--- src/rtl/npu_pkg.sv ---
// Shared NPU constants: result width, destination encoding and the tag type
// carried alongside each sigmoid evaluation.
package npu_pkg;

    localparam int unsigned NPU_DATA_W = 16;

    // Destination encoding sampled with the sigmoid input strobe.
    localparam logic NPU_DEST_SFIFO = 1'b0;
    localparam logic NPU_DEST_OFIFO = 1'b1;

    // One stage of the latency-matching tag pipeline.
    typedef struct packed {
        logic valid;
        logic dest;
    } npu_tag_t;

endpackage

--- src/rtl/npu_sigmoid_out_buffer_if.sv ---
// Bundle of scheduler, sigmoid-unit, PE and host signals around the sigmoid
// output buffer. The slave modport is the buffer's view.
interface npu_sigmoid_out_buffer_if #(
    parameter int unsigned DATA_W      = 16,
    parameter int unsigned SFIFO_DEPTH = 16
);

    logic                           npu_sched_sigmoid_input_en;
    logic                           npu_sched_sigmoid_dest_sel;
    logic [DATA_W-1:0]              npu_sigmoid_dout;
    logic                           npu_sfifo_rd_en;
    logic [DATA_W-1:0]              npu_sfifo_dout;
    logic                           npu_sfifo_empty;
    logic [$clog2(SFIFO_DEPTH):0]   npu_sfifo_count;
    logic                           npu_sfifo_credit;
    logic                           npu_ofifo_rd_en;
    logic [DATA_W-1:0]              npu_ofifo_dout;
    logic                           npu_ofifo_empty;
    logic                           npu_ofifo_credit;
    logic                           npu_overflow_err;

    modport slave (
        input  npu_sched_sigmoid_input_en,
        input  npu_sched_sigmoid_dest_sel,
        input  npu_sigmoid_dout,
        input  npu_sfifo_rd_en,
        input  npu_ofifo_rd_en,
        output npu_sfifo_dout,
        output npu_sfifo_empty,
        output npu_sfifo_count,
        output npu_sfifo_credit,
        output npu_ofifo_dout,
        output npu_ofifo_empty,
        output npu_ofifo_credit,
        output npu_overflow_err
    );

    modport master (
        output npu_sched_sigmoid_input_en,
        output npu_sched_sigmoid_dest_sel,
        output npu_sigmoid_dout,
        output npu_sfifo_rd_en,
        output npu_ofifo_rd_en,
        input  npu_sfifo_dout,
        input  npu_sfifo_empty,
        input  npu_sfifo_count,
        input  npu_sfifo_credit,
        input  npu_ofifo_dout,
        input  npu_ofifo_empty,
        input  npu_ofifo_credit,
        input  npu_overflow_err
    );

endinterface

--- src/rtl/npu_fifo.sv ---
// Count-based first-word-fall-through FIFO. Output reads zero when empty;
// a write into a full FIFO without a same-cycle pop is dropped and flagged.
module npu_fifo #(
    parameter int unsigned DATA_W = 16,
    parameter int unsigned DEPTH  = 16
) (
    input  logic                     clk_i,
    input  logic                     rst_ni,
    input  logic                     wr_en_i,
    input  logic [DATA_W-1:0]        wr_data_i,
    input  logic                     rd_en_i,
    output logic [DATA_W-1:0]        rd_data_o,
    output logic                     empty_o,
    output logic [$clog2(DEPTH):0]   count_o,
    output logic                     overflow_o
);

    localparam int unsigned AW = $clog2(DEPTH);
    localparam int unsigned CW = AW + 1;

    logic [DATA_W-1:0] mem_q [DEPTH];
    logic [AW-1:0]     wr_ptr_q, wr_ptr_d;
    logic [AW-1:0]     rd_ptr_q, rd_ptr_d;
    logic [CW-1:0]     count_q, count_d;
    logic              full, empty, do_wr, do_rd;

    // Accept/drop decisions and next pointer/count state.
    always_comb begin
        full       = (count_q == CW'(DEPTH));
        empty      = (count_q == '0);
        do_rd      = rd_en_i && !empty;
        // A pop frees the slot in the same cycle, so a full FIFO still takes the write.
        do_wr      = wr_en_i && (!full || do_rd);
        overflow_o = wr_en_i && full && !do_rd;

        wr_ptr_d = do_wr ? wr_ptr_q + AW'(1) : wr_ptr_q;
        rd_ptr_d = do_rd ? rd_ptr_q + AW'(1) : rd_ptr_q;
        count_d  = count_q;
        if (do_wr && !do_rd) begin
            count_d = count_q + CW'(1);
        end else if (do_rd && !do_wr) begin
            count_d = count_q - CW'(1);
        end
    end

    // Pointer and occupancy state.
    always_ff @(posedge clk_i or negedge rst_ni) begin
        if (!rst_ni) begin
            wr_ptr_q <= '0;
            rd_ptr_q <= '0;
            count_q  <= '0;
        end else begin
            wr_ptr_q <= wr_ptr_d;
            rd_ptr_q <= rd_ptr_d;
            count_q  <= count_d;
        end
    end

    // Storage array; contents deliberately survive reset.
    always_ff @(posedge clk_i) begin
        if (do_wr) begin
            mem_q[wr_ptr_q] <= wr_data_i;
        end
    end

    // FWFT head with zero-when-empty output.
    always_comb begin
        rd_data_o = empty ? '0 : mem_q[rd_ptr_q];
        empty_o   = empty;
        count_o   = count_q;
    end

endmodule

--- src/rtl/npu_sigmoid_out_buffer.sv ---
// Sigmoid result capture: a tag pipeline matching the sigmoid unit latency
// steers each result into the PE-feedback FIFO or the host output FIFO, and
// per-destination credits keep the scheduler from overcommitting either FIFO.
module npu_sigmoid_out_buffer
    import npu_pkg::*;
#(
    parameter int unsigned DATA_W      = NPU_DATA_W,
    parameter int unsigned SIG_LAT     = 2,
    parameter int unsigned SFIFO_DEPTH = 16,
    parameter int unsigned OFIFO_DEPTH = 16
) (
    input  logic                       CLK,
    input  logic                       npu_rst_n,
    npu_sigmoid_out_buffer_if.slave    bus
);

    localparam int unsigned IFW = $clog2(SIG_LAT + 1);

    npu_tag_t                     tag_q [SIG_LAT];
    npu_tag_t                     tag_d [SIG_LAT];
    logic                         err_q, err_d;
    logic                         sfifo_wr, ofifo_wr;
    logic                         sfifo_ovf, ofifo_ovf;
    logic [$clog2(OFIFO_DEPTH):0] ofifo_count;
    logic [IFW-1:0]               s_inflight, o_inflight;

    // Tag pipeline shift: stage 0 samples the strobe every cycle.
    always_comb begin
        tag_d[0].valid = bus.npu_sched_sigmoid_input_en;
        tag_d[0].dest  = bus.npu_sched_sigmoid_dest_sel;
        for (int i = 1; i < int'(SIG_LAT); i++) begin
            tag_d[i] = tag_q[i-1];
        end
    end

    // Tag registers; reset discards every in-flight result.
    always_ff @(posedge CLK or negedge npu_rst_n) begin
        if (!npu_rst_n) begin
            for (int i = 0; i < int'(SIG_LAT); i++) begin
                tag_q[i] <= '0;
            end
        end else begin
            for (int i = 0; i < int'(SIG_LAT); i++) begin
                tag_q[i] <= tag_d[i];
            end
        end
    end

    // Last stage lines up with valid sigmoid output; route by its dest.
    always_comb begin
        sfifo_wr = tag_q[SIG_LAT-1].valid && (tag_q[SIG_LAT-1].dest == NPU_DEST_SFIFO);
        ofifo_wr = tag_q[SIG_LAT-1].valid && (tag_q[SIG_LAT-1].dest == NPU_DEST_OFIFO);
    end

    // In-flight counts and credits from registered state only; pops are not
    // credited until they land in the count, which keeps credit conservative.
    always_comb begin
        s_inflight = '0;
        o_inflight = '0;
        for (int i = 0; i < int'(SIG_LAT); i++) begin
            if (tag_q[i].valid && tag_q[i].dest == NPU_DEST_SFIFO) begin
                s_inflight = s_inflight + IFW'(1);
            end
            if (tag_q[i].valid && tag_q[i].dest == NPU_DEST_OFIFO) begin
                o_inflight = o_inflight + IFW'(1);
            end
        end
        bus.npu_sfifo_credit = (32'(bus.npu_sfifo_count) + 32'(s_inflight)) < SFIFO_DEPTH;
        bus.npu_ofifo_credit = (32'(ofifo_count) + 32'(o_inflight)) < OFIFO_DEPTH;
    end

    // Sticky overflow: set by any dropped write, cleared only by reset.
    always_comb begin
        err_d                = err_q | sfifo_ovf | ofifo_ovf;
        bus.npu_overflow_err = err_q;
    end

    // Overflow flag register.
    always_ff @(posedge CLK or negedge npu_rst_n) begin
        if (!npu_rst_n) begin
            err_q <= 1'b0;
        end else begin
            err_q <= err_d;
        end
    end

    npu_fifo #(
        .DATA_W (DATA_W),
        .DEPTH  (SFIFO_DEPTH)
    ) u_sfifo (
        .clk_i      (CLK),
        .rst_ni     (npu_rst_n),
        .wr_en_i    (sfifo_wr),
        .wr_data_i  (bus.npu_sigmoid_dout),
        .rd_en_i    (bus.npu_sfifo_rd_en),
        .rd_data_o  (bus.npu_sfifo_dout),
        .empty_o    (bus.npu_sfifo_empty),
        .count_o    (bus.npu_sfifo_count),
        .overflow_o (sfifo_ovf)
    );

    npu_fifo #(
        .DATA_W (DATA_W),
        .DEPTH  (OFIFO_DEPTH)
    ) u_ofifo (
        .clk_i      (CLK),
        .rst_ni     (npu_rst_n),
        .wr_en_i    (ofifo_wr),
        .wr_data_i  (bus.npu_sigmoid_dout),
        .rd_en_i    (bus.npu_ofifo_rd_en),
        .rd_data_o  (bus.npu_ofifo_dout),
        .empty_o    (bus.npu_ofifo_empty),
        .count_o    (ofifo_count),
        .overflow_o (ofifo_ovf)
    );

endmodule

--- src/flat_wrapper.sv ---
// flat-port wrapper written by rule: the top's interface ports become plain ports
module npu_sigmoid_out_buffer_flat import npu_pkg::*;
#(
    parameter int unsigned DATA_W      = NPU_DATA_W,
    parameter int unsigned SIG_LAT     = 2,
    parameter int unsigned SFIFO_DEPTH = 16,
    parameter int unsigned OFIFO_DEPTH = 16
)
  (CLK, npu_rst_n, bus_npu_sched_sigmoid_input_en, bus_npu_sched_sigmoid_dest_sel, bus_npu_sigmoid_dout, bus_npu_sfifo_rd_en, bus_npu_ofifo_rd_en, bus_npu_sfifo_dout, bus_npu_sfifo_empty, bus_npu_sfifo_count, bus_npu_sfifo_credit, bus_npu_ofifo_dout, bus_npu_ofifo_empty, bus_npu_ofifo_credit, bus_npu_overflow_err);
  npu_sigmoid_out_buffer_if #(.DATA_W(DATA_W), .SFIFO_DEPTH(SFIFO_DEPTH)) bus_i ();
  input  logic CLK;
  input  logic npu_rst_n;
  input wire logic [$bits(bus_i.npu_sched_sigmoid_input_en)-1:0] bus_npu_sched_sigmoid_input_en;
  input wire logic [$bits(bus_i.npu_sched_sigmoid_dest_sel)-1:0] bus_npu_sched_sigmoid_dest_sel;
  input wire logic [$bits(bus_i.npu_sigmoid_dout)-1:0] bus_npu_sigmoid_dout;
  input wire logic [$bits(bus_i.npu_sfifo_rd_en)-1:0] bus_npu_sfifo_rd_en;
  input wire logic [$bits(bus_i.npu_ofifo_rd_en)-1:0] bus_npu_ofifo_rd_en;
  output wire logic [$bits(bus_i.npu_sfifo_dout)-1:0] bus_npu_sfifo_dout;
  output wire logic [$bits(bus_i.npu_sfifo_empty)-1:0] bus_npu_sfifo_empty;
  output wire logic [$bits(bus_i.npu_sfifo_count)-1:0] bus_npu_sfifo_count;
  output wire logic [$bits(bus_i.npu_sfifo_credit)-1:0] bus_npu_sfifo_credit;
  output wire logic [$bits(bus_i.npu_ofifo_dout)-1:0] bus_npu_ofifo_dout;
  output wire logic [$bits(bus_i.npu_ofifo_empty)-1:0] bus_npu_ofifo_empty;
  output wire logic [$bits(bus_i.npu_ofifo_credit)-1:0] bus_npu_ofifo_credit;
  output wire logic [$bits(bus_i.npu_overflow_err)-1:0] bus_npu_overflow_err;
  assign bus_i.npu_sched_sigmoid_input_en = bus_npu_sched_sigmoid_input_en;
  assign bus_i.npu_sched_sigmoid_dest_sel = bus_npu_sched_sigmoid_dest_sel;
  assign bus_i.npu_sigmoid_dout = bus_npu_sigmoid_dout;
  assign bus_i.npu_sfifo_rd_en = bus_npu_sfifo_rd_en;
  assign bus_i.npu_ofifo_rd_en = bus_npu_ofifo_rd_en;
  assign bus_npu_sfifo_dout = bus_i.npu_sfifo_dout;
  assign bus_npu_sfifo_empty = bus_i.npu_sfifo_empty;
  assign bus_npu_sfifo_count = bus_i.npu_sfifo_count;
  assign bus_npu_sfifo_credit = bus_i.npu_sfifo_credit;
  assign bus_npu_ofifo_dout = bus_i.npu_ofifo_dout;
  assign bus_npu_ofifo_empty = bus_i.npu_ofifo_empty;
  assign bus_npu_ofifo_credit = bus_i.npu_ofifo_credit;
  assign bus_npu_overflow_err = bus_i.npu_overflow_err;
  npu_sigmoid_out_buffer #(.DATA_W(DATA_W), .SIG_LAT(SIG_LAT), .SFIFO_DEPTH(SFIFO_DEPTH), .OFIFO_DEPTH(OFIFO_DEPTH)) u_core (.CLK(CLK), .npu_rst_n(npu_rst_n), .bus(bus_i));
endmodule
--- config.mk ---
export PLATFORM = sky130hd
export DESIGN_NAME = npu_sigmoid_out_buffer_flat
export DESIGN_NICKNAME = d
export VERILOG_FILES = /design/src/rtl/npu_pkg.sv /design/src/rtl/npu_sigmoid_out_buffer_if.sv /design/src/rtl/npu_fifo.sv /design/src/rtl/npu_sigmoid_out_buffer.sv /design/src/flat_wrapper.sv
export SDC_FILE = /design/constraint.sdc
export NUM_CORES = 1
export LEC_CHECK = 0
export CELL_PAD_IN_SITES_DETAIL_PLACEMENT = 2
export CELL_PAD_IN_SITES_GLOBAL_PLACEMENT = 2
export CORE_MARGIN = 2
export CORE_UTILIZATION = 30
export CTS_BUF_LIST = sky130_fd_sc_hd__clkbuf_16
export CTS_CLUSTER_DIAMETER = 60
export CTS_CLUSTER_SIZE = 16
export DETAILED_ROUTE_END_ITERATION = 16
export PLACE_DENSITY = 0.53
export SLEW_MARGIN = 15
export SYNTH_ARGS = -nofsm -noshare
export SYNTH_HDL_FRONTEND = slang
export SYNTH_SLANG_ARGS = --single-unit
export TNS_END_PERCENT = 20
--- constraint.sdc ---
create_clock -name CLK -period 3.9 [get_ports CLK]
set_input_delay 0.78 -clock CLK [delete_from_list [all_inputs] [get_ports CLK]]
set_output_delay 0.78 -clock CLK [all_outputs]
set_load 0.01 [all_outputs]
* Word-level counts from Yosys, hierarchy flattened
Memories as Yosys holds them, arrays and structs flattened. Index checks and enable logic that the tools add are counted.
Storage, ports and cells: ROM bits 0, memories kept 2, bits in latches 0, memory bits (writable) 512, word-level logic and storage cells 77, input bits 22, register bits after elaboration 31
Operators by class: div/mod/pow operators 0, $add $sub $neg 12, reductions and logical operators 30, equality and inequality tests 2, multiply operators 0, shift operators 0, bitwise logic cells 4, order comparisons 2, multiplexer cells 14
Memory list:
- u_core.u_ofifo.mem_q | depth 16, width 16, rd ports 1, clocked after Yosys merged registers in 0, wr ports 1, line npu_fifo.sv:21 | logic [DATA_W-1:0] mem_q [DEPTH];
- u_core.u_sfifo.mem_q | depth 16, width 16, rd ports 1, clocked after Yosys merged registers in 0, wr ports 1, line npu_fifo.sv:21
Operators by type and width (count):
- 32-bit by 5-bit less-than comparator with 1-bit output, second input constant | 2
- 16-bit 2-to-1 mux | 2
- 5-bit 2-to-1 mux | 4
- 4-bit by 1-bit adder with 4-bit output, second input constant | 4
- 1-bit logical AND | 16
- 5-bit by 2-bit adder with 6-bit output | 2
- 5-bit by 1-bit adder with 5-bit output, second input constant | 2
- 5-bit equality test, second input constant | 2
- 5-bit logical NOT | 2
- 5-bit by 1-bit subtractor with 5-bit output, second input constant | 2
- 1-bit logical NOT | 8
- 1-bit 2-to-1 mux | 6
- 2-bit by 1-bit adder with 2-bit output, second input constant | 2
- 2-bit 2-to-1 mux | 2
- 2-bit nonzero test | 2
- 1-bit logical OR | 2
- 1-bit inverter | 2
- 1-bit bitwise OR | 2

* Depth between registers and ports, before layout
word-level depth 9, mapped depth 12, depth with buffers taken out 11

* Modules after synthesis
From an unflattened synthesis, not the netlist that was laid out.
Second synthesis, totals: cell total of the unflattened synthesis 992, area total of the unflattened synthesis 21454.3 um^2
By module, submodules not included:
- npu_fifo | times used 2, cells an instance 487, area each 10608.9 um^2
- npu_sigmoid_out_buffer | times used 1, cells an instance 18, area each 236.5 um^2

* Worst setup path before layout
No wires, ideal clock.
kind flip-flop to flip-flop, start register u_core.u_sfifo.count_q[1] (netlist: u_core.u_sfifo.count_o[1]), end register u_core.u_sfifo.count_q[4] (netlist: u_core.u_sfifo.count_o[4]), setup time 0.136 ns, required time 3.764 ns, path buffers 0, period minus slack after synthesis 3.004 ns, cell stages (with the launch flop) 11, slack 0.896 ns, arrival 2.868 ns, path through dfrtp_1 or4_4 or3_4 nand2_4 inv_4 ha_1 inv_1 ha_1 a21o_1 a2111oi_0 o31ai_1
Between the ends: cells in the longest elaborated chain, start to end 8
RTL lines:
- start, declared | line npu_fifo.sv:24 | logic [CW-1:0] count_q, count_d;
- start signal, assigned | line npu_fifo.sv:55 | count_q <= count_d;
- 5-bit logical NOT | line npu_fifo.sv:30 | empty = (count_q == '0);
- 1-bit logical NOT | line npu_fifo.sv:31 | do_rd = rd_en_i && !empty;
- 1-bit logical AND | line npu_fifo.sv:31
- 1-bit logical OR * | line npu_fifo.sv:33 | do_wr = wr_en_i && (!full || do_rd);
- 1-bit logical AND * | line npu_fifo.sv:33
- via u_core.u_sfifo.do_wr | line npu_fifo.sv:25 | logic full, empty, do_wr, do_rd;
- 1-bit logical NOT | line npu_fifo.sv:41 | end else if (do_rd && !do_wr) begin
- 1-bit logical AND | line npu_fifo.sv:41
- 2-bit nonzero test (no source line)
The timed path passes the listed nets; every way through them passes the cells marked *. The select of a mux whose other input is x is not followed. A chain may end at the register's enable or synchronous reset.

* Worst setup path after layout
start register u_core.u_ofifo.rd_ptr_q[1], end output port bus_npu_ofifo_dout[12]
Between the ends: cells in the longest elaborated chain, start to end 2
RTL lines:
- start, declared | line npu_fifo.sv:23 | logic [AW-1:0] rd_ptr_q, rd_ptr_d;
- start signal, assigned | line npu_fifo.sv:54 | rd_ptr_q <= rd_ptr_d;
- memory 16 x 16 bit
- 16-bit 2-to-1 mux | line npu_fifo.sv:68 | rd_data_o = empty ? '0 : mem_q[rd_ptr_q];
- end, declared | line flat_wrapper.sv:22 | output wire logic [$bits(bus_i.npu_ofifo_dout)-1:0] bus_npu_ofifo_dout;
Every way passes these cells.

==> metrics.yaml <==
drt:
  vias: 10350
  first_iter_violations: 727
  dr.pass1.iters: 5
  ant_nets: 0
  drc: 0
  routedWlPerCell_um: 26.92
  wl_met2_um: 29710
  route.top_layer_used: "met4"
  wl_um: 57130
  vias_per_cell: 4.879
  route.met3.wl_um: 2157
  wl_met1_um: 23740
cells_and_area:
  layout.nets: 1192
  num-fill-cells: 6717
  area_growth_pct: 19.22
  final_layout_size_suffix_gt1_share_pct: 31.27
place:
  hpwl_um: 33730
  numPortBuffers: 63
  gp_congestion: 0.6853
sta:
  hold_viol_final: 0
  finalCritPeriodShare_pct: 97.63
  fin_skew_ns: 0.02817
  max_freq_ghz: 0.2626
  tns_ns: 0
  setup_violations: 0
  finalMaxSlewViolations: 0
  tightest_slew_ns: 0.8218
  period_minus_slack_ns: 3.808
  slew_headroom_pct: 45.21
global_routing:
  grt_pass1_wl_um: 83680
  grt.total_usage_pct: 15.78
  grt_start_max_net_pins: 33
  antenna_found_initial: 0
  grt.overflow.total: 0
  grt_pass1_vias: 11720
logic_synthesis:
  yosys.area.top_type: "edfxtp_1"
  syn_area_mm2: 0.02140
  synthArstFlopShare_pct: 5.709
  synth-edff-count: 512
  yosys.cell_types.count: 47
  synth-warning-count: 0
  syn_inst: 993
  avgSynthCellArea_um2: 21.55
  ys_ff_latch: 543
  synthTopCellsByCount: "edfxtp_1 (512), mux4_2 (128), mux2_2 (35), nor2b_1 (35), a221o_1 (32)"
  ys.flop_type: "edfxtp_1"
  syn-num-nets: 1039
  synth_most_common_cell: "edfxtp_1"
  synth_top_area_share_pct: 71.86
  synthTopCellsByArea: "edfxtp_1 (72%), mux4_2 (13%), dfrtp_1 (3.6%)"
  ys_seq_area_share_pct: 75.48
worst_setup_path:
  path_class: "flip-flop to output port"
  critical_path_arrival_ns: 3.03
  crit_fanout: 20
  cp-start-kind: "flip-flop"
  critPathCaptureType: "output port"
  crit_required_ns: 3.12
pwr:
  clockPowerShare_pct: 26.6
  power.total_mw: 18.24
  power_density_mw_per_mm2: 715.1
  swShare_pct: 31.08
  p_leak_nw: 8.227
  p_int_mw: 12.57
  switchingPower_mw: 5.669
  pwr-share-comb_pct: 33.8
  pwr-share-seq_pct: 39.6
  ir_drop_v: 0.0003297
clock_network:
  cts_tree: "yes"
  cts.clk_slew.worst_paths_ns: 0.06
  clock_latency_ns: 0.61
  root_buffer: "clkbuf_16"
  cts_buffer_depth: 3
  ctsHtreeMaxLevel: 2
  cts_hold_buf: 0
  cts.sinks: 543
  cts_buffers: 47
floorplan:
  core.rowCount: 97
  io_pins: 64
  die_h_um: 271.1
  initial_core_util_pct: 30.45
  die-area_mm2: 0.07347
  core_area_mm2: 0.07027
  fp.dieW_um: 271.1
worst_hold_path:
  min_path_type: "input port to async pin"
flow_run:
  drv_cap: 0
outcome:
  status: "finished, final reports clean"
layout by cell type (no fill, tap or decap), types with 5 or more instances in the layout:
cell / synthesis / final
xnor2_1: 11 / 11
nor2_1: 22 / 5
mux2_2: 35 / 35
clkbuf_16: 0 / 48
nor2b_1: 35 / 35
nor2_2: 2 / 17
inv_1: 17 / 28
dlymetal6s2s_1: 0 / 5
bufinv_16: 0 / 5
mux4_2: 128 / 128
o21ai_0: 9 / 9
dfrtp_1: 31 / 26
a221o_1: 32 / 32
ha_1: 22 / 22
nand2_1: 16 / 16
clkdlybuf4s50_1: 0 / 54
xor2_1: 7 / 7
edfxtp_1: 512 / 512
nor3_2: 0 / 8
and2_1: 6 / 6
buf_12: 0 / 10
buf_4: 4 / 73
nand3_1: 5 / 5
per-stage QoR:
stage	hold slack [ns]	setup slack [ns]	area, um2	utilization [%]	instances
after detailed placement	0.3979	0.3846	23800	33.87	2027
after CTS	0.2838	0.001343	25440	36.21	2116
final	0.2748	0.09227	25510	36.30	2122
after floorplan	0.3591	0.8956	21400	-	993
after global routing	0.3134	-0.001215	25500	36.29	2120
after global placement	0.4006	0.4618	23800	33.87	2027
final timing paths:
path	startpoint	endpoint	slack, ns	cells after the start
setup / recovery	u_core.u_ofifo.rd_ptr_q[1]	bus_npu_ofifo_dout[12]	0.09	5
hold / removal	npu_rst_n	u_core.u_sfifo.count_o[3]	0.27	1
setup reg to reg	u_core.u_ofifo.count_o[1]	u_core.u_ofifo.count_o[4]	0.65	9
hold reg to reg	u_core.tag_d[1]	u_core.tag_q[1]	0.40	0
max in group asynchronous	npu_rst_n	u_core.u_ofifo.rd_ptr_q[1]	3.00	1
min in group CLK	u_core.tag_d[1]	u_core.tag_q[1]	0.40	0
sequential cells by signal, indices dropped and copies added, names as in the netlist:
| name | flops |
|---|---|
| u_core.u_sfifo.mem_q | 256 |
| u_core.u_ofifo.rd_ptr_q | 4 |
| u_core.u_sfifo.count_o | 5 |
| u_core.bus.npu_overflow_err | 1 |
| u_core.tag_d | 2 |
| u_core.u_sfifo.wr_ptr_q | 4 |
| u_core.u_ofifo.wr_ptr_q | 4 |
| u_core.u_sfifo.rd_ptr_q | 4 |
| u_core.u_ofifo.mem_q | 256 |
| u_core.u_ofifo.count_o | 5 |
| u_core.tag_q | 2 |
worst max-delay path, cell delays in order, from the launching register on:
cell and delay (ns):
dfrtp_4 0.53, buf_12 0.23, mux4_2 0.54, mux2_2 0.29, a221o_1 0.34, clkdlybuf4s50_1 0.49
power groups by stage:
stage	clock network, mW	registers [mW]	logic [mW]
floorplan	0	7.08	3.75
detailed placement	0	7.44	6.15
finish	4.85	7.22	6.17
CTS	5.00	7.24	6.34
global placement	0	7.41	6.09
global route	5.19	7.29	6.66
per-layer routing:
layer  up-vias  track usage (%)
met1      5642            19.84
met5         -                0
met3        81            2.139
li1       4435                -
met2       196            28.15
met4         0            4.783
final cells by class:
class                   count  area, um2  area share, %
clock buffers              48       1201          4.709
inverters                  18      70.07         0.2747
clock inverters            35      355.3          1.393
repair buffers            152       1478          5.793
multi-input cells         384       5057          19.83
flip-flops and latches    543      16170          63.38
well taps                 940       1176          4.611
diodes                      2      5.005        0.01962
cells by family (layout without fill, tap and decap cells):
group	Yosys count	after routing	synth area share [%]
DFF	543	543	75.48
muxes	164	164	15.36
and+or+nand+nor	114	114	2.976
buffers and inverters	66	253	1.433
AOI/OAI and AO/OA	64	64	2.538
adders and majority gates	24	24	1.474
xor gates and xnor gates	18	18	0.7368
other	0	2	0
timing repair:
| action | CTS | global route |
|---|---|---|
| endpoints found under the hold margin | 0 | 0 |
| buffers inserted | 6 | 4 |
| resized for setup | 8 | 10 |
| setup endpoints to repair | 24 | 21 |
No activity file was read; power rests on OpenSTA's default activity.
==> edit 1, RTL diff (same flow settings) <==
`SIG_LAT` is set to 2 in 2 places; all go to 8.
--- a/src/rtl/npu_sigmoid_out_buffer.sv
+++ b/src/rtl/npu_sigmoid_out_buffer.sv
@@ -5,7 +5,7 @@
     import npu_pkg::*;
 #(
     parameter int unsigned DATA_W      = NPU_DATA_W,
-    parameter int unsigned SIG_LAT     = 2,
+    parameter int unsigned SIG_LAT     = 8,
     parameter int unsigned SFIFO_DEPTH = 16,
     parameter int unsigned OFIFO_DEPTH = 16
 ) (
--- a/src/flat_wrapper.sv
+++ b/src/flat_wrapper.sv
@@ -2,7 +2,7 @@
 module npu_sigmoid_out_buffer_flat import npu_pkg::*;
 #(
     parameter int unsigned DATA_W      = NPU_DATA_W,
-    parameter int unsigned SIG_LAT     = 2,
+    parameter int unsigned SIG_LAT     = 8,
     parameter int unsigned SFIFO_DEPTH = 16,
     parameter int unsigned OFIFO_DEPTH = 16
 )
Function: changed (Yosys sat finds a counterexample within 4 cycles, from zero or initial values and one cycle with npu_rst_n low).
==> edit 1 against the original RTL <==
- the run now ends with negative setup slack left
- clock skew rose by 0.0076 ns
- first-iteration DRC count rose by 14%
- wire length rose by 8.1%
- setup slack got worse by 1.9 ns
- register-to-register slack improved by 0.33 ns
- combinational power rose by 5.5%
- power rose by 4.0%
- fmax fell by 33%
- synthesized area rose by 6.6%
- final area rose by 10%
- synthesized cell count rose by 14%
- sequential cell count rose by 12
==> edit 1: results (changes against the original RTL) <==
| Metric | Value |
|---|---|
| Vias per inst | 4.97 (was 4.88) |
| Reg power frac | 38.5% (was 39.6%) |
| Fraction of area in multi-input gates | 22.5% (was 19.8%) |
| Reg2Reg Launch Point | u_core.u_ofifo.count_o[0]$_DFFE_PN0P_ (was u_core.u_ofifo.count_o[1]$_DFFE_PN0P_) |
| Placed instance area | 0.0261 mm² (was 0.0238 mm²) |
| Crit-path leading delay family | adder cells (was multiplexers) |
| VDD IR max | 377 µV (was 330 µV) |
| DP HPWL | 37.6 mm (was 33.7 mm) |
| ClkCell Share | 5.93% (was 6.10%) |
| Fin worst setup slack | -1.77 ns (was 0.0923 ns) |
| Critical Path Fanout Max | 4 (was 20) |
| Die area | 0.0783 mm² (was 0.0735 mm²) |
| CP max-delay cell | dfrtp_2 (was mux4_2) |
| Arrival @ worst endpoint | 4.89 ns (was 3.03 ns) |
| Initial antenna violation count | 1 (was 0) |
| Drt first pass iters | 4 (was 5) |
| Synth async-reset ratio | 7.75% (was 5.71%) |
| Top Metal Used | met5 (was met4) |
| Failing checks | negative setup slack |
| Post-Syn Instances | 1131 (was 993) |
| Clock Skew | 0.0357 ns (was 0.0282 ns) |
| # setup viols final | 2 (was 0) |
| Fraction of area in registers | 58.6% (was 63.4%) |
| #MultiIn Comb | 505 (was 384) |
| Total Routed Length | 61.7 mm (was 57.1 mm) |
| Met3 Use GR | 2.07% (was 2.14%) |
| CP max stage delay | 0.44 ns (was 0.54 ns) |
| Power Density | 676 mW/mm² (was 715 mW/mm²) |
| Sequential share of the synthesized area | 72.1% (was 75.5%) |
| Metal3 WL | 1.87 mm (was 2.16 mm) |
| Filler Cell Count | 7295 (was 6717) |
| Non-Clock Buffer Count | 246 (was 152) |
| Library cells used by synthesis | 62 (was 47) |
| Status | finished with violations (was complete, no violations) |
| Placer Congestion | 0.738 (was 0.685) |
| Design Area, Final | 0.0281 mm² (was 0.0255 mm²) |
| Inst Count DP | 2276 (was 2027) |
| Worst setup path start | u_core.tag_d[10]$_DFF_PN0_ (was u_core.u_ofifo.rd_ptr_q[1]$_DFFE_PN0N_) |
| Num CTS Buffers | 50 (was 47) |
| Lkg Pwr | 9.49 nW (was 8.23 nW) |
| Worst-Margin Slew | 1.09 ns (was 0.822 ns) |
edit 1: worst register-to-register path, stage by stage (launching register included):
cell,delay [ns]
dfrtp_1,0.45
nor4_1,0.38
nor2b_2,0.22
nand2b_1,0.27
ha_1,0.25
inv_1,0.11
fa_1,0.42
a21o_1,0.17
a21oi_1,0.17
xnor2_1,0.14
nor2_1,0.07
xor2_1,0.14
edit 1: final timing paths:
check | endpoint | depth (start not counted)
min | u_core.u_sfifo.wr_ptr_q[0]$_DFFE_PN0P_ | 1
max reg2reg | u_core.u_ofifo.count_o[4]$_DFFE_PN0P_ | 11
min reg2reg | u_core.tag_q[1]$_DFF_PN0_ | 1
max | bus_npu_sfifo_credit | 24
max in group asynchronous | u_core.tag_d[13]$_DFF_PN0_ | 2
min in group CLK | u_core.tag_q[1]$_DFF_PN0_ | 1
edit 1: what timing repair did:
action / CTS / global route
pin swaps: 5 / 2
resized for setup: 39 / 22
endpoints found under the setup margin: 33 / 20
cloned: 5 / 0
buffers inserted: 12 / 7
==> edit 2, RTL diff (config.mk and constraints unchanged) <==
Without the edit above. Reset style: synchronous (`npu_rst_n` and `rst_ni`), changed in 3 clocked blocks.
--- a/src/rtl/npu_fifo.sv
+++ b/src/rtl/npu_fifo.sv
@@ -44,7 +44,7 @@
     end
 
     // Pointer and occupancy state.
-    always_ff @(posedge clk_i or negedge rst_ni) begin
+    always_ff @(posedge clk_i) begin
         if (!rst_ni) begin
             wr_ptr_q <= '0;
             rd_ptr_q <= '0;
--- a/src/rtl/npu_sigmoid_out_buffer.sv
+++ b/src/rtl/npu_sigmoid_out_buffer.sv
@@ -34,7 +34,7 @@
     end
 
     // Tag registers; reset discards every in-flight result.
-    always_ff @(posedge CLK or negedge npu_rst_n) begin
+    always_ff @(posedge CLK) begin
         if (!npu_rst_n) begin
             for (int i = 0; i < int'(SIG_LAT); i++) begin
                 tag_q[i] <= '0;
@@ -76,7 +76,7 @@
     end
 
     // Overflow flag register.
-    always_ff @(posedge CLK or negedge npu_rst_n) begin
+    always_ff @(posedge CLK) begin
         if (!npu_rst_n) begin
             err_q <= 1'b0;
         end else begin
Behaviour: differs if npu_rst_n is asserted again (counterexample within 4 cycles, from zero or initial values and one cycle with npu_rst_n low); with npu_rst_n held inactive, the same outputs for 4 cycles.
==> edit 2 against the original RTL <==
- setup slack improved by 0.056 ns
- critical path depth did not move
- hold slack improved by 0.19 ns
- synthesized cell count rose by 3.9%
- sequential cell count rose by 8
- wire length fell by 12%
- sequential share of layout area rose by 0.59 points
- synthesized area rose by 1.3%
- clock skew fell by 0.013 ns
- final area fell by 0.87%
- non-clock buffer count fell by 25
- critical path type unchanged
Power is not compared: it rests on default switching activity, and its combinational part moved more than twofold at a synthesized area within 25%.
==> edit 2: results (changes against the original RTL) <==
| Metric | Value |
|---|---|
| First-pass GRT wire length | 77.0 mm (was 83.7 mm) |
| Status | complete, no violations (unchanged) |
| Post-CTS sizing | 4 (was 8) |
| Hold WS | 0.465 ns (was 0.275 ns) |
| Critical Path Fanout Max | 12 (was 20) |
| Post-synthesis xor/xnor area fraction | 0.445% (was 0.737%) |
| Reg2Reg Launch Point | u_core.u_ofifo.count_o[0]$_SDFFE_PN0P_ (was u_core.u_ofifo.count_o[1]$_DFFE_PN0P_) |
| Placer Congestion | 0.684 (was 0.685) |
| Post-Layout Cell Count | 2135 (was 2122) |
| DP HPWL | 30.9 mm (was 33.7 mm) |
| Met3 Use GR | 2.13% (was 2.14%) |
| Metal2 WL | 25.7 mm (was 29.7 mm) |
| Ant diodes | 0 (was 2) |
| Arrival @ worst endpoint | 2.97 ns (was 3.03 ns) |
| Post-CTS Setup Inserts | 2 (was 6) |
| Placed instance area | 0.0238 mm² (about the same) |
| Post-synthesis mux area share | 15.5% (was 15.4%) |
| Clock Skew | 0.0151 ns (was 0.0282 ns) |
| Placement Setup Slack | 0.485 ns (was 0.385 ns) |
| Met2 usage | 24.2% (was 28.2%) |
| Adder-Cell Fraction of Synth Area | 1.46% (was 1.47%) |
| Compound-cell area share of the yosys netlist | 2.56% (was 2.54%) |
| Dominant cells by area after synthesis | edfxtp_1 71%, mux4_2 13%, dfxtp_1 3.6% (was edfxtp_1 72%, mux4_2 13%, dfrtp_1 3.6%) |
| R2r endpoint | u_core.u_ofifo.count_o[3]$_SDFFE_PN0P_ (was u_core.u_ofifo.count_o[4]$_DFFE_PN0P_) |
| Synthesized area per cell | 21.0 µm² (was 21.5 µm²) |
| Vias per inst | 4.77 (was 4.88) |
| Library cells used by synthesis | 46 (was 47) |
| Share of cells above drive strength 1 | 27.4% (was 31.3%) |
| GRT Overall Usage | 13.9% (was 15.8%) |
-- edit 2: cell type report --
type | count | area, µm²
flip-flops and latches | 551 | 16200
well taps | 950 | 1190
clock buffers | 49 | 1230
clock inverters | 28 | 219
repair buffers | 127 | 1200
multi-input cells | 416 | 5230
fillers | 6908 | 46200
inverters | 14 | 52.6
-- edit 2: worst max path at each step --
stage                         from                                endpoint  slack, ns  depth (start not counted)
5_1_grt                       flop                   bus_npu_sfifo_dout[7]      0.005                          5
2_1_floorplan  bus_npu_ofifo_rd_en    u_core.u_ofifo.mem_q[0][0]$_DFFE_PP_       0.94                          5
3_5_place_dp   bus_npu_ofifo_rd_en  u_core.u_ofifo.count_o[3]$_SDFFE_PN0P_       0.48                         10
3_3_place_gp   bus_npu_ofifo_rd_en  u_core.u_ofifo.count_o[3]$_SDFFE_PN0P_       0.53                         10
6_report                      flop                  bus_npu_ofifo_dout[13]       0.15                          5
4_1_cts                       flop                   bus_npu_sfifo_dout[7]       0.04                          5
